$ cat src/rtl/mem_axi_pkg.sv
// Shared types and constants for the Rocket-to-PS AXI address window.
package mem_axi_pkg;

   localparam int unsigned ADDR_W = 32;
   localparam int unsigned ID_W   = 6;

   localparam logic [1:0] RESP_OKAY   = 2'b00;
   localparam logic [1:0] RESP_DECERR = 2'b11;

   typedef enum logic {
      R_IDLE = 1'b0,
      R_ERR  = 1'b1
   } rd_state_t;

   typedef enum logic [1:0] {
      W_IDLE = 2'd0,
      W_FWD  = 2'd1,
      W_SINK = 2'd2,
      W_ERRB = 2'd3
   } wr_state_t;

   typedef struct packed {
      logic [ID_W-1:0]   id;
      logic [ADDR_W-1:0] addr;
      logic [7:0]        len;
      logic [2:0]        size;
      logic [1:0]        burst;
      logic              lock;
      logic [3:0]        cache;
      logic [2:0]        prot;
      logic [3:0]        qos;
   } axi_addr_t;

endpackage

$ cat src/rtl/axi_addr_slice.sv
// One-entry AR/AW output register; the owner decides when to push.
module axi_addr_slice
   import mem_axi_pkg::*;
(
   input  logic      clock,
   input  logic      reset,
   input  logic      push,
   input  axi_addr_t in_data,
   output logic      can_accept,
   output logic      empty,
   output logic      out_valid,
   input  logic      out_ready,
   output axi_addr_t out_data
);

   logic      full;
   axi_addr_t data_q;

   always_ff @(posedge clock) begin
      if (reset) begin
         full <= 1'b0;
      end else if (push) begin
         full <= 1'b1;
      end else if (out_ready) begin
         full <= 1'b0;
      end
   end

   always_ff @(posedge clock) begin
      if (push) begin
         data_q <= in_data;
      end
   end

   // A push while the held entry drains keeps full throughput.
   assign can_accept = !full || out_ready;
   assign empty      = !full;
   assign out_valid  = full;
   assign out_data   = data_q;

endmodule

$ cat src/rtl/mem_axi_window.sv
// Relocates in-window AXI traffic into the Rocket DRAM region and answers
// out-of-window requests locally with DECERR instead of aliasing them.
module mem_axi_window
   import mem_axi_pkg::*;
#(
   parameter int unsigned       DATA_W   = 64,
   parameter int unsigned       WIN_BITS = 28,
   parameter logic [ADDR_W-1:0] BASE     = 32'h1000_0000,
   parameter int unsigned       MAX_OUT  = 15
) (
   input  logic                clock,
   input  logic                reset,
   // upstream (Top) AW/W/B
   input  logic                s_aw_valid,
   output logic                s_aw_ready,
   input  logic [ID_W-1:0]     s_aw_id,
   input  logic [ADDR_W-1:0]   s_aw_addr,
   input  logic [7:0]          s_aw_len,
   input  logic [2:0]          s_aw_size,
   input  logic [1:0]          s_aw_burst,
   input  logic                s_aw_lock,
   input  logic [3:0]          s_aw_cache,
   input  logic [2:0]          s_aw_prot,
   input  logic [3:0]          s_aw_qos,
   input  logic                s_w_valid,
   output logic                s_w_ready,
   input  logic [DATA_W-1:0]   s_w_data,
   input  logic [DATA_W/8-1:0] s_w_strb,
   input  logic                s_w_last,
   output logic                s_b_valid,
   input  logic                s_b_ready,
   output logic [ID_W-1:0]     s_b_id,
   output logic [1:0]          s_b_resp,
   // upstream (Top) AR/R
   input  logic                s_ar_valid,
   output logic                s_ar_ready,
   input  logic [ID_W-1:0]     s_ar_id,
   input  logic [ADDR_W-1:0]   s_ar_addr,
   input  logic [7:0]          s_ar_len,
   input  logic [2:0]          s_ar_size,
   input  logic [1:0]          s_ar_burst,
   input  logic                s_ar_lock,
   input  logic [3:0]          s_ar_cache,
   input  logic [2:0]          s_ar_prot,
   input  logic [3:0]          s_ar_qos,
   output logic                s_r_valid,
   input  logic                s_r_ready,
   output logic [ID_W-1:0]     s_r_id,
   output logic [DATA_W-1:0]   s_r_data,
   output logic [1:0]          s_r_resp,
   output logic                s_r_last,
   // downstream (PS HP) AW/W/B
   output logic                m_aw_valid,
   input  logic                m_aw_ready,
   output logic [ID_W-1:0]     m_aw_id,
   output logic [ADDR_W-1:0]   m_aw_addr,
   output logic [7:0]          m_aw_len,
   output logic [2:0]          m_aw_size,
   output logic [1:0]          m_aw_burst,
   output logic                m_aw_lock,
   output logic [3:0]          m_aw_cache,
   output logic [2:0]          m_aw_prot,
   output logic [3:0]          m_aw_qos,
   output logic                m_w_valid,
   input  logic                m_w_ready,
   output logic [DATA_W-1:0]   m_w_data,
   output logic [DATA_W/8-1:0] m_w_strb,
   output logic                m_w_last,
   input  logic                m_b_valid,
   output logic                m_b_ready,
   input  logic [ID_W-1:0]     m_b_id,
   input  logic [1:0]          m_b_resp,
   // downstream (PS HP) AR/R
   output logic                m_ar_valid,
   input  logic                m_ar_ready,
   output logic [ID_W-1:0]     m_ar_id,
   output logic [ADDR_W-1:0]   m_ar_addr,
   output logic [7:0]          m_ar_len,
   output logic [2:0]          m_ar_size,
   output logic [1:0]          m_ar_burst,
   output logic                m_ar_lock,
   output logic [3:0]          m_ar_cache,
   output logic [2:0]          m_ar_prot,
   output logic [3:0]          m_ar_qos,
   input  logic                m_r_valid,
   output logic                m_r_ready,
   input  logic [ID_W-1:0]     m_r_id,
   input  logic [DATA_W-1:0]   m_r_data,
   input  logic [1:0]          m_r_resp,
   input  logic                m_r_last
);

   localparam int unsigned CNT_W = 4;

   // ------------------------------------------------------------------
   // Address slices
   // ------------------------------------------------------------------
   axi_addr_t ar_in, ar_out, aw_in, aw_out;
   logic      ar_push, ar_can_accept, ar_empty;
   logic      aw_push, aw_can_accept, aw_empty;
   logic      ar_in_win, aw_in_win;

   assign ar_in_win = (s_ar_addr[ADDR_W-1:WIN_BITS] == '0);
   assign aw_in_win = (s_aw_addr[ADDR_W-1:WIN_BITS] == '0);

   always_comb begin
      ar_in       = '0;
      ar_in.id    = s_ar_id;
      ar_in.addr  = BASE | ADDR_W'(s_ar_addr[WIN_BITS-1:0]);
      ar_in.len   = s_ar_len;
      ar_in.size  = s_ar_size;
      ar_in.burst = s_ar_burst;
      ar_in.lock  = s_ar_lock;
      ar_in.cache = s_ar_cache;
      ar_in.prot  = s_ar_prot;
      ar_in.qos   = s_ar_qos;
      aw_in       = '0;
      aw_in.id    = s_aw_id;
      aw_in.addr  = BASE | ADDR_W'(s_aw_addr[WIN_BITS-1:0]);
      aw_in.len   = s_aw_len;
      aw_in.size  = s_aw_size;
      aw_in.burst = s_aw_burst;
      aw_in.lock  = s_aw_lock;
      aw_in.cache = s_aw_cache;
      aw_in.prot  = s_aw_prot;
      aw_in.qos   = s_aw_qos;
   end

   axi_addr_slice u_ar_slice (
      .clock      (clock),
      .reset      (reset),
      .push       (ar_push),
      .in_data    (ar_in),
      .can_accept (ar_can_accept),
      .empty      (ar_empty),
      .out_valid  (m_ar_valid),
      .out_ready  (m_ar_ready),
      .out_data   (ar_out)
   );

   axi_addr_slice u_aw_slice (
      .clock      (clock),
      .reset      (reset),
      .push       (aw_push),
      .in_data    (aw_in),
      .can_accept (aw_can_accept),
      .empty      (aw_empty),
      .out_valid  (m_aw_valid),
      .out_ready  (m_aw_ready),
      .out_data   (aw_out)
   );

   assign m_ar_id    = ar_out.id;
   assign m_ar_addr  = ar_out.addr;
   assign m_ar_len   = ar_out.len;
   assign m_ar_size  = ar_out.size;
   assign m_ar_burst = ar_out.burst;
   assign m_ar_lock  = ar_out.lock;
   assign m_ar_cache = ar_out.cache;
   assign m_ar_prot  = ar_out.prot;
   assign m_ar_qos   = ar_out.qos;

   assign m_aw_id    = aw_out.id;
   assign m_aw_addr  = aw_out.addr;
   assign m_aw_len   = aw_out.len;
   assign m_aw_size  = aw_out.size;
   assign m_aw_burst = aw_out.burst;
   assign m_aw_lock  = aw_out.lock;
   assign m_aw_cache = aw_out.cache;
   assign m_aw_prot  = aw_out.prot;
   assign m_aw_qos   = aw_out.qos;

   // ------------------------------------------------------------------
   // Read path
   // ------------------------------------------------------------------
   rd_state_t        rd_state, rd_state_nx;
   logic [CNT_W-1:0] rd_out;
   logic [ID_W-1:0]  rd_err_id;
   logic [7:0]       rd_err_left;
   logic             ar_take_err, rd_dec;

   always_ff @(posedge clock) begin
      if (reset) begin
         rd_state    <= R_IDLE;
         rd_out      <= '0;
         rd_err_id   <= '0;
         rd_err_left <= '0;
      end else begin
         rd_state <= rd_state_nx;
         unique case ({ar_push, rd_dec})
            2'b10:   rd_out <= rd_out + CNT_W'(1);
            2'b01:   rd_out <= rd_out - CNT_W'(1);
            default: ;
         endcase
         if (ar_take_err) begin
            rd_err_id   <= s_ar_id;
            rd_err_left <= s_ar_len;
         end else if (rd_state == R_ERR && s_r_ready && rd_err_left != 8'd0) begin
            rd_err_left <= rd_err_left - 8'd1;
         end
      end
   end

   always_comb begin
      rd_state_nx = rd_state;
      s_ar_ready  = 1'b0;
      ar_push     = 1'b0;
      ar_take_err = 1'b0;
      s_r_valid   = m_r_valid;
      s_r_id      = m_r_id;
      s_r_data    = m_r_data;
      s_r_resp    = m_r_resp;
      s_r_last    = m_r_last;
      m_r_ready   = s_r_ready;
      unique case (rd_state)
         R_IDLE: begin
            // Out-of-window waits for a drained path so DECERR keeps R order.
            if (ar_in_win) begin
               s_ar_ready = (rd_out < CNT_W'(MAX_OUT)) && ar_can_accept;
               ar_push    = s_ar_valid && s_ar_ready;
            end else begin
               s_ar_ready  = (rd_out == '0) && ar_empty;
               ar_take_err = s_ar_valid && s_ar_ready;
               if (ar_take_err) begin
                  rd_state_nx = R_ERR;
               end
            end
         end
         R_ERR: begin
            s_r_valid = 1'b1;
            s_r_id    = rd_err_id;
            s_r_data  = '0;
            s_r_resp  = RESP_DECERR;
            s_r_last  = (rd_err_left == 8'd0);
            m_r_ready = 1'b0;
            if (s_r_ready && s_r_last) begin
               rd_state_nx = R_IDLE;
            end
         end
         default: rd_state_nx = R_IDLE;
      endcase
   end

   assign rd_dec = m_r_valid && m_r_ready && m_r_last;

   // ------------------------------------------------------------------
   // Write path
   // ------------------------------------------------------------------
   wr_state_t        wr_state, wr_state_nx;
   logic [CNT_W-1:0] wr_out;
   logic [ID_W-1:0]  wr_err_id;
   logic             aw_take_err, wr_dec;

   always_ff @(posedge clock) begin
      if (reset) begin
         wr_state  <= W_IDLE;
         wr_out    <= '0;
         wr_err_id <= '0;
      end else begin
         wr_state <= wr_state_nx;
         unique case ({aw_push, wr_dec})
            2'b10:   wr_out <= wr_out + CNT_W'(1);
            2'b01:   wr_out <= wr_out - CNT_W'(1);
            default: ;
         endcase
         if (aw_take_err) begin
            wr_err_id <= s_aw_id;
         end
      end
   end

   assign m_w_data = s_w_data;
   assign m_w_strb = s_w_strb;
   assign m_w_last = s_w_last;

   always_comb begin
      wr_state_nx = wr_state;
      s_aw_ready  = 1'b0;
      aw_push     = 1'b0;
      aw_take_err = 1'b0;
      s_w_ready   = 1'b0;
      m_w_valid   = 1'b0;
      s_b_valid   = m_b_valid;
      s_b_id      = m_b_id;
      s_b_resp    = m_b_resp;
      m_b_ready   = s_b_ready;
      unique case (wr_state)
         W_IDLE: begin
            if (aw_in_win) begin
               s_aw_ready = (wr_out < CNT_W'(MAX_OUT)) && aw_can_accept;
               aw_push    = s_aw_valid && s_aw_ready;
               if (aw_push) begin
                  wr_state_nx = W_FWD;
               end
            end else begin
               s_aw_ready  = (wr_out == '0) && aw_empty;
               aw_take_err = s_aw_valid && s_aw_ready;
               if (aw_take_err) begin
                  wr_state_nx = W_SINK;
               end
            end
         end
         W_FWD: begin
            m_w_valid = s_w_valid;
            s_w_ready = m_w_ready;
            if (s_w_valid && m_w_ready && s_w_last) begin
               wr_state_nx = W_IDLE;
            end
         end
         W_SINK: begin
            s_w_ready = 1'b1;
            if (s_w_valid && s_w_last) begin
               wr_state_nx = W_ERRB;
            end
         end
         W_ERRB: begin
            s_b_valid = 1'b1;
            s_b_id    = wr_err_id;
            s_b_resp  = RESP_DECERR;
            m_b_ready = 1'b0;
            if (s_b_ready) begin
               wr_state_nx = W_IDLE;
            end
         end
         default: wr_state_nx = W_IDLE;
      endcase
   end

   assign wr_dec = m_b_valid && m_b_ready;

endmodule

$ cat config.mk
export PLATFORM = sky130hd
export DESIGN_NAME = mem_axi_window
export DESIGN_NICKNAME = d
export VERILOG_FILES = /design/src/rtl/mem_axi_pkg.sv /design/src/rtl/axi_addr_slice.sv /design/src/rtl/mem_axi_window.sv
export SDC_FILE = /design/constraint.sdc
export NUM_CORES = 1
export LEC_CHECK = 0
export ABC_AREA = 1
export CORE_AREA = 2 2 226 228
export DETAILED_ROUTE_END_ITERATION = 6
export DIE_AREA = 0 0 228 230
export GPL_TIMING_DRIVEN = 0
export PLACE_DENSITY = 0.47
export REMOVE_ABC_BUFFERS = 1
export SYNTH_ARGS = -nofsm -noshare
export SYNTH_HDL_FRONTEND = slang
export SYNTH_SLANG_ARGS = --single-unit
$ cat constraint.sdc
create_clock -name clock -period 3.5 [get_ports clock]
set_input_delay 0.35 -clock clock [delete_from_list [all_inputs] [get_ports clock]]
set_output_delay 0.35 -clock clock [all_outputs]
set_load 0.05 [all_outputs]
==> results of run 1 <==
-- routing by layer --
layer	part of all wire, %	wire length, um	track usage [%]
met5	0.81	240	2.94
met4	1.1	339	2.92
met3	17	4870	8.38
met2	44	12900	16.8
met1	38	11200	11.8
-- worst max-delay path: stages, from the launching register on --
cell             delay (ns)
dfxtp_2                0.68
inv_1                  0.46
o21ai_0                0.42
clkdlybuf4s50_1        0.88
-- stage by stage --
stage / TNS (ns) / cell area [um2] / cells / utilization [%]
floorplan: -0.0749 / 6200 / 577 / -
global placement: -85.73 / 11300 / 1678 / 22.7
detailed placement: 0 / 11400 / 1681 / 22.9
CTS: 0 / 12000 / 1713 / 24.1
global route: 0 / 12000 / 1713 / 24.1
finish: 0 / 12000 / 1713 / 24.1
-- power groups by stage --
stage / Combinational [uW] / Clock (uW) / Sequential, uW
floorplan: 972 / 0 / 2180
global route: 1880 / 2110 / 2090
CTS: 1770 / 2060 / 2080
finish: 1740 / 1960 / 2080
global placement: 1720 / 0 / 2140
detailed placement: 1760 / 0 / 2120
-- cell families (layout without fill, tap and decap cells) --
group / Yosys count / count (layout)
AOI/OAI and AO/OA: 70 / 70
xor gates and xnor gates: 10 / 10
adders and majority gates: 12 / 12
buffers and inverters: 215 / 583
DFF: 151 / 151
other: 2 / 8
and+or+nand+nor: 207 / 207
-- layout by cell type, fill, tap and decap left out, drive strengths merged, types with 5 or more instances in the layout --
| master | count |
|---|---|
| clkbuf | 18 |
| nor2 | 111 |
| nand4 | 9 |
| nand3 | 16 |
| nand2 | 60 |
| ha | 12 |
| conb | 8 |
| o21ai | 41 |
| clkdlybuf4s50 | 429 |
| xor2 | 6 |
| nor3 | 5 |
| edfxtp | 118 |
| inv | 126 |
| a21oi | 25 |
| dfxtp | 33 |
-- flip-flops by register name (all words and copies together), names as in the netlist, 2 cells and up --
register	count
wr_err_id	6
wr_state	2
rd_err_left	8
rd_err_id	6
u_aw_slice.out_data	59
u_ar_slice.out_data	59
wr_out	4
rd_out	4
-- worst max path at each step --
stage                              startpoint    endpoint  slack, ns  cells past startpoint
after floorplan           rd_state$_SDFF_PP0_   s_r_id[0]      -0.01                      2
after global placement    rd_state$_SDFF_PP0_    s_r_last      -1.53                      3
after detailed placement        s_ar_addr[29]  s_ar_ready       0.57                      7
after CTS                 rd_state$_SDFF_PP0_    s_r_last       0.07                      3
after global routing      rd_state$_SDFF_PP0_    s_r_last       0.07                      3
final                     rd_state$_SDFF_PP0_    s_r_last       0.27                      3
-- area by class of cell --
class                           count  area, um2  area share [%]
Timing Repair Buffer              432       4350            36.2
Sequential cell                   151       4210            35.0
Multi-Input combinational cell    307       1550            12.9
Tap cell                          672        841            7.00
Inverter                          119        447            3.72
Clock buffer                       18        429            3.57
Clock inverter                     14        185            1.54
==> results.md, run 1 <==
- Outcome: completed
- Via count: 6012
- Simple-gate share of the synthesized area: 13.4%
- Reg2Reg Setup Slack: 0.77 ns
- Fin nets: 1332
- Compound-cell area share of the yosys netlist: 5.25%
- TritonCTS clock tree: done
- Filler cells: 5353
- Power per cell area: 481 nW/um2
- Gr ovfl total: 0
- Switching part of the total power: 33.8%
- Synth top area share: 51.6%
- Endpoint, Worst Hold: rd_err_id[3]$_SDFFE_PP0P_
- Hold Fails Final Rpt: 0
- WHS: 0.451 ns
- DP Wirelength: 23600 um
- DR iter-0 viols: 264
- Final clock skew: 0.0166 ns
- Worst r2r dst: rd_out[2]$_SDFFE_PP0P_
- Row count: 82
- Most common cell in the netlist: edfxtp_1
- Routed WL per cell: 17.2 um
- CTS Buf Count: 17
- Post-route ant nets: 0
- XOR/XNOR share of the synthesized area: 1.39%
- Post-CTS Setup Inserts: 0
- Setup WS post-layout: 0.267 ns
- Slew Limit Fails: 0
- Pin count of the biggest net entering global routing: 52
- Fin crit period: 3.23 ns
- Hold-fix buffer count after cts: 0
- Yosys top cell by area: edfxtp_1
- Main flop type after synthesis: edfxtp_1
- Vias per cell: 3.51
- Design Power: 5780 uW
- Adder-cell share of the synthesized area: 2.19%
- Resize count post-CTS: 0
- Number of global-route vias before repair: 6032
- Share of cells above drive strength 1: 5.76%
- Max_slew headroom: 40.0%
- Syn. warnings: 0
- Worst r2r path cells: 10
- Post-Route WL: 29500 um
- Clock power frac: 33.9%
- Post-synthesis register bit count: 151
- Area growth from synthesis to layout: 75.0%
- Register share of total power: 36.0%
- I/O pin count: 582
- Clk slew on worst S/H paths: 0.07 ns
- Setup Viol. Count Final: 0
- Worst Hold Class: flip-flop to flip-flop
- Die span in x: 228 um
- Count of different cell masters after synthesis: 37
- DRC: 0
- Diodes inserted: 0
- Global Route Usage Sum: 11.1%
- CTS Sinks: 151
- EDFF count, synth: 118
- Worst vdd ir: 301 uV
- Mean Syn Cell Area: 10.3 um2
- Async set-reset flop share out of synthesis: 0%
- Initial antenna violation count: 4
- Min-Delay Path Depth: 2
- Hold_sp: rd_err_id[3]$_SDFFE_PP0P_
- Register area share after synthesis: 61.2%
- Achievable Freq: 0.309 GHz
- Synth Cell Area: 6860 um2
- Reg-to-reg startpoint: rd_state$_SDFF_PP0_
- Mux cell area share after synthesis: 0%
- Crit path DAT: 2.88 ns
- CTS H-tree lvls: 4
- Final period utilization: 92.4%
- Critical Path Fanout Max: 22
- Max-Cap Viols: 0
- Critical path start-end classification: flip-flop to output pin
- CP Launch Type: flip-flop
- Synth Instances: 667
- P_int: 3830 uW
- Main combinational cell family by area after synthesis: buffers and inverters
- Die Area: 52400 um2
- Overall die height: 230 um
- Top post-synthesis cells by area: edfxtp_1 52%, dfxtp_1 9.6%, buf_4 9.1%
- Worst setup EP type: output pin
- Initial core utilization: 13.8%
- Worst skew pair latency: 0.44 ns
- Synth cell count leaders: 118 x edfxtp_1, 112 x inv_1, 108 x nor2_1, 83 x buf_4, 57 x nand2_1
- Switch Pwr: 1950 uW
- I/O Buffers: 429
- Core area: 49900 um2
- Max clock buf depth: 2
- First-pass GRT wire length: 41800 um
- Leakage power: 0.00461 uW
- Final GP Congestion: 0.773
- Worst EP required: 3.15 ns
- Tightest Pin Transition: 0.899 ns
- RSZ-0062 raised after global routing: false
- Root buf cell: clkbuf_16
- Pre-CTS WS: 0.569 ns
- Router iterations before antenna repair: 4
- Combinational share of power: 30.1%
Power figures use the tool's default switching activity.
==> run 2, diff against run 1 <==
Settings changed: ABC_AREA 1 to not set, SYNTH_HIERARCHICAL set to 1.
==> results.md, run 2 <==
- Worst EP required: 3.15 ns (about the same)
- Final period utilization: 87.8% (was 92.4%)
- CTS Sinks: 159 (was 151)
- Setup TNS: 0 ns (unchanged)
- Fin nets: 1207 (was 1332)
- Number of global-route vias before repair: 5494 (was 6032)
- Initial core utilization: 13.8% (about the same)
- RSZ-0062 raised after global routing: false (unchanged)
- Post-DP Area: 11600 um2 (was 11400 um2)
- Critical Path Fanout Max: 5 (was 22)
- Via count: 5523 (was 6012)
- CTS H-tree lvls: 4 (unchanged)
- Final GP Congestion: 0.743 (was 0.773)
- Hold_sp: s_ar_prot[0] (was rd_err_id[3]$_SDFFE_PP0P_)
- I/O pin count: 582 (unchanged)
- Design Power: 5660 uW (was 5780 uW)
- Mean Syn Cell Area: 13.1 um2 (was 10.3 um2)
- Routed WL per cell: 18.4 um (was 17.2 um)
- Post-Route WL: 29200 um (was 29500 um)
- Crit path from: s_ar_addr[29] (was rd_state$_SDFF_PP0_)
- Clk slew on worst S/H paths: 0.07 ns (about the same)
- Post-synthesis register bit count: 159 (was 151)
- Worst skew pair latency: 0.48 ns (was 0.44 ns)
- Met1 Use GR: 11.8% (about the same)
- Clock power frac: 33.6% (was 33.9%)
- Reg-to-reg startpoint: wr_state[0]$_SDFFE_PP0P_ (was rd_state$_SDFF_PP0_)
- Synth Cell Area: 6900 um2 (was 6860 um2)
- Most common cell in the netlist: edfxtp_1 (unchanged)
- Hold-fix buffer count after cts: 0 (unchanged)
- Tightest Pin Transition: 0.953 ns (was 0.899 ns)
- Crit path capture: s_ar_ready (was s_r_last)
- Critical path start-end classification: input port to output pin (was flip-flop to output pin)
- Async set-reset flop share out of synthesis: 0% (unchanged)
- Leakage power: 0.00421 uW (was 0.00461 uW)
- WHS: 0.425 ns (was 0.451 ns)
- Setup Viol. Count Final: 0 (unchanged)
- DRC: 0 (unchanged)
- Met2 Use GR: 15.2% (was 16.8%)
- Mux cell area share after synthesis: 3.61% (was 0%)
- DP Wirelength: 23100 um (was 23600 um)
- Register share of total power: 38.4% (was 36.0%)
- Worst setup EP type: output pin (unchanged)
- Area growth from synthesis to layout: 77.0% (was 75.0%)
- Syn. warnings: 6 (was 0)
- Power per cell area: 463 nW/um2 (was 481 nW/um2)
- Yosys top cell by area: edfxtp_1 (unchanged)
- Switch Pwr: 1930 uW (was 1950 uW)
- Achievable Freq: 0.325 GHz (was 0.309 GHz)
- Worst vdd ir: 347 uV (was 301 uV)
- Max-Cap Viols: 0 (unchanged)
- Gr ovfl total: 0 (unchanged)
- Overall die height: 230 um (unchanged)
- First-pass GRT wire length: 40200 um (was 41800 um)
- DR iter-0 viols: 213 (was 264)
- Switching part of the total power: 34.0% (was 33.8%)
- Final clock skew: 0.0282 ns (was 0.0166 ns)
- Worst Hold Class: input port to flip-flop (was flip-flop to flip-flop)
- Top post-synthesis cells by area: edfxtp_1 55%, dfxtp_1 9.6%, buf_4 7.9% (was edfxtp_1 52%, dfxtp_1 9.6%, buf_4 9.1%)
- CTS Buf Count: 17 (unchanged)
- Die span in x: 228 um (unchanged)
- Router iterations before antenna repair: 4 (unchanged)
- Fin crit period: 3.07 ns (was 3.23 ns)
- Diodes inserted: 0 (unchanged)
- Commonest non-fill, non-tap cells in the layout: 436 x clkdlybuf4s50_1, 126 x edfxtp_1, 73 x nor2b_1, 32 x dfxtp_1 (was 429 x clkdlybuf4s50_1, 118 x edfxtp_1, 110 x inv_1, 108 x nor2_1, 57 x nand2_1)
- Hold Fails Final Rpt: 0 (unchanged)
- Root buf cell: clkbuf_16 (unchanged)
- Routing usage on met3: 9.18% (was 8.38%)
- Global Route Usage Sum: 10.9% (was 11.1%)
- Max clock buf depth: 2 (unchanged)
- Main combinational cell family by area after synthesis: simple AND/OR/NAND/NOR gates (was buffers and inverters)
- Worst r2r dst: wr_out[2]$_SDFFE_PP0P_ (was rd_out[2]$_SDFFE_PP0P_)
- Share of cells above drive strength 1: 7.65% (was 5.76%)
- Outcome: completed (unchanged)
- Register area share after synthesis: 64.4% (was 61.2%)
- Most common cell after layout, fill and taps aside: clkdlybuf4s50_1 (unchanged)
- TritonCTS clock tree: done (unchanged)
- Core area: 49900 um2 (unchanged)
- Post-route ant nets: 0 (unchanged)
- Initial antenna violation count: 1 (was 4)
- Count of different cell masters after synthesis: 56 (was 37)
- Resize count post-CTS: 0 (unchanged)
- Compound-cell area share of the yosys netlist: 4.93% (was 5.25%)
- Row count: 82 (unchanged)
- Crit path DAT: 2.72 ns (was 2.88 ns)
- Max_slew headroom: 36.3% (was 40.0%)
- Reg2Reg Setup Slack: 0.80 ns (was 0.77 ns)
- CP Launch Type: input port (was flip-flop)
- Pin count of the biggest net entering global routing: 62 (was 52)
- GRT Max-Usage Layer: met2 (unchanged)
- XOR/XNOR share of the synthesized area: 0.634% (was 1.39%)
- Slew Limit Fails: 0 (unchanged)
- Simple-gate share of the synthesized area: 14.0% (was 13.4%)
- I/O Buffers: 437 (was 429)
- Vias per cell: 3.48 (was 3.51)
- Adder-cell share of the synthesized area: 2.47% (was 2.19%)
- Synth cell count leaders: 126 x edfxtp_1, 73 x buf_4, 73 x nor2b_1, 33 x dfxtp_1, 20 x nor2_1 (was 118 x edfxtp_1, 112 x inv_1, 108 x nor2_1, 83 x buf_4, 57 x nand2_1)
- Synth top area share: 54.8% (was 51.6%)
- P_int: 3740 uW (was 3830 uW)
- Worst r2r path cells: 12 (was 10)
- Post-CTS Setup Inserts: 0 (unchanged)
- Die Area: 52400 um2 (unchanged)
- Combinational share of power: 28.0% (was 30.1%)
- Synth Instances: 527 (was 667)
- Main flop type after synthesis: edfxtp_1 (unchanged)
- EDFF count, synth: 126 (was 118)
- Final Cell Area: 12200 um2 (was 12000 um2)
[run 2: cell count changes after synthesis, sizes merged, moves of 11 or more]
| cell | change |
|---|---|
| nand2 | -42 |
| nor2b | +73 |
| clkbuf | +11 |
| buf | -16 |
| mux2 | +15 |
| nor2 | -91 |
| inv | -101 |
| o21ai | -31 |
[run 2: stage by stage]
stage          utilization [%]  worst slack (ns)  cells
2_1_floorplan                -            -0.578    442
3_3_place_gp              23.1             -2.57   1551
3_5_place_dp              23.3           0.00513   1555
4_1_cts                   24.5            0.0340   1587
5_1_grt                   24.5             0.187   1587
6_report                  24.5             0.426   1587
[run 2: routing by layer]
metal	vias up	routed length, um
met1	2527	11500
met2	441	11900
li1	2526	-
met4	6	425
met5	-	368
met3	23	4930
[run 2: power by group through the flow]
| stage | Combinational, uW | Clock (uW) | Sequential, uW |
|---|---|---|---|
| global placement | 1560 | 0 | 2240 |
| detailed placement | 1600 | 0 | 2220 |
| CTS | 1610 | 2010 | 2170 |
| global route | 1690 | 2060 | 2190 |
| finish | 1590 | 1900 | 2170 |
| floorplan | 841 | 0 | 2280 |
[run 2: kinds of logic after synthesis]
group / after synthesis
AND/OR/NAND/NOR: 163
flip-flops: 159
buffers and inverters: 109
AO/OA/AOI/OAI: 53
multiplexers: 23
adder cells (fa/ha/maj): 13
XOR/XNOR: 5
other: 2
[run 2: area by class of cell]
cell class	count	area, um2
inverter	18	70.1
multi-input combinational	265	1810
timing repair buffer	441	4460
tap	672	841
clock inverter	15	171
fill	5277	37600
clock buffer	17	425
sequential	159	4450
[run 2: worst min-delay path by stage]
stage                                        endpoint  slack [ns]  cells after the start
finish               u_ar_slice/out_data[4]$_DFFE_PP_        0.43                      1
CTS                 u_aw_slice/out_data[28]$_DFFE_PP_        0.37                      1
global route         u_ar_slice/out_data[4]$_DFFE_PP_        0.39                      1
global placement            rd_err_id[2]$_SDFFE_PP0P_        0.45                      2
detailed placement          rd_err_id[2]$_SDFFE_PP0P_        0.45                      2
floorplan           u_ar_slice/out_valid$_SDFFE_PP0P_        0.41                      1
[run 2: worst max-delay path: stages]
cell             delay [ns]
clkdlybuf4s50_1        0.42
or4_1                  0.63
a41oi_1                0.26
nand2_1                0.09
a21oi_1                0.13
clkdlybuf4s50_1        0.85
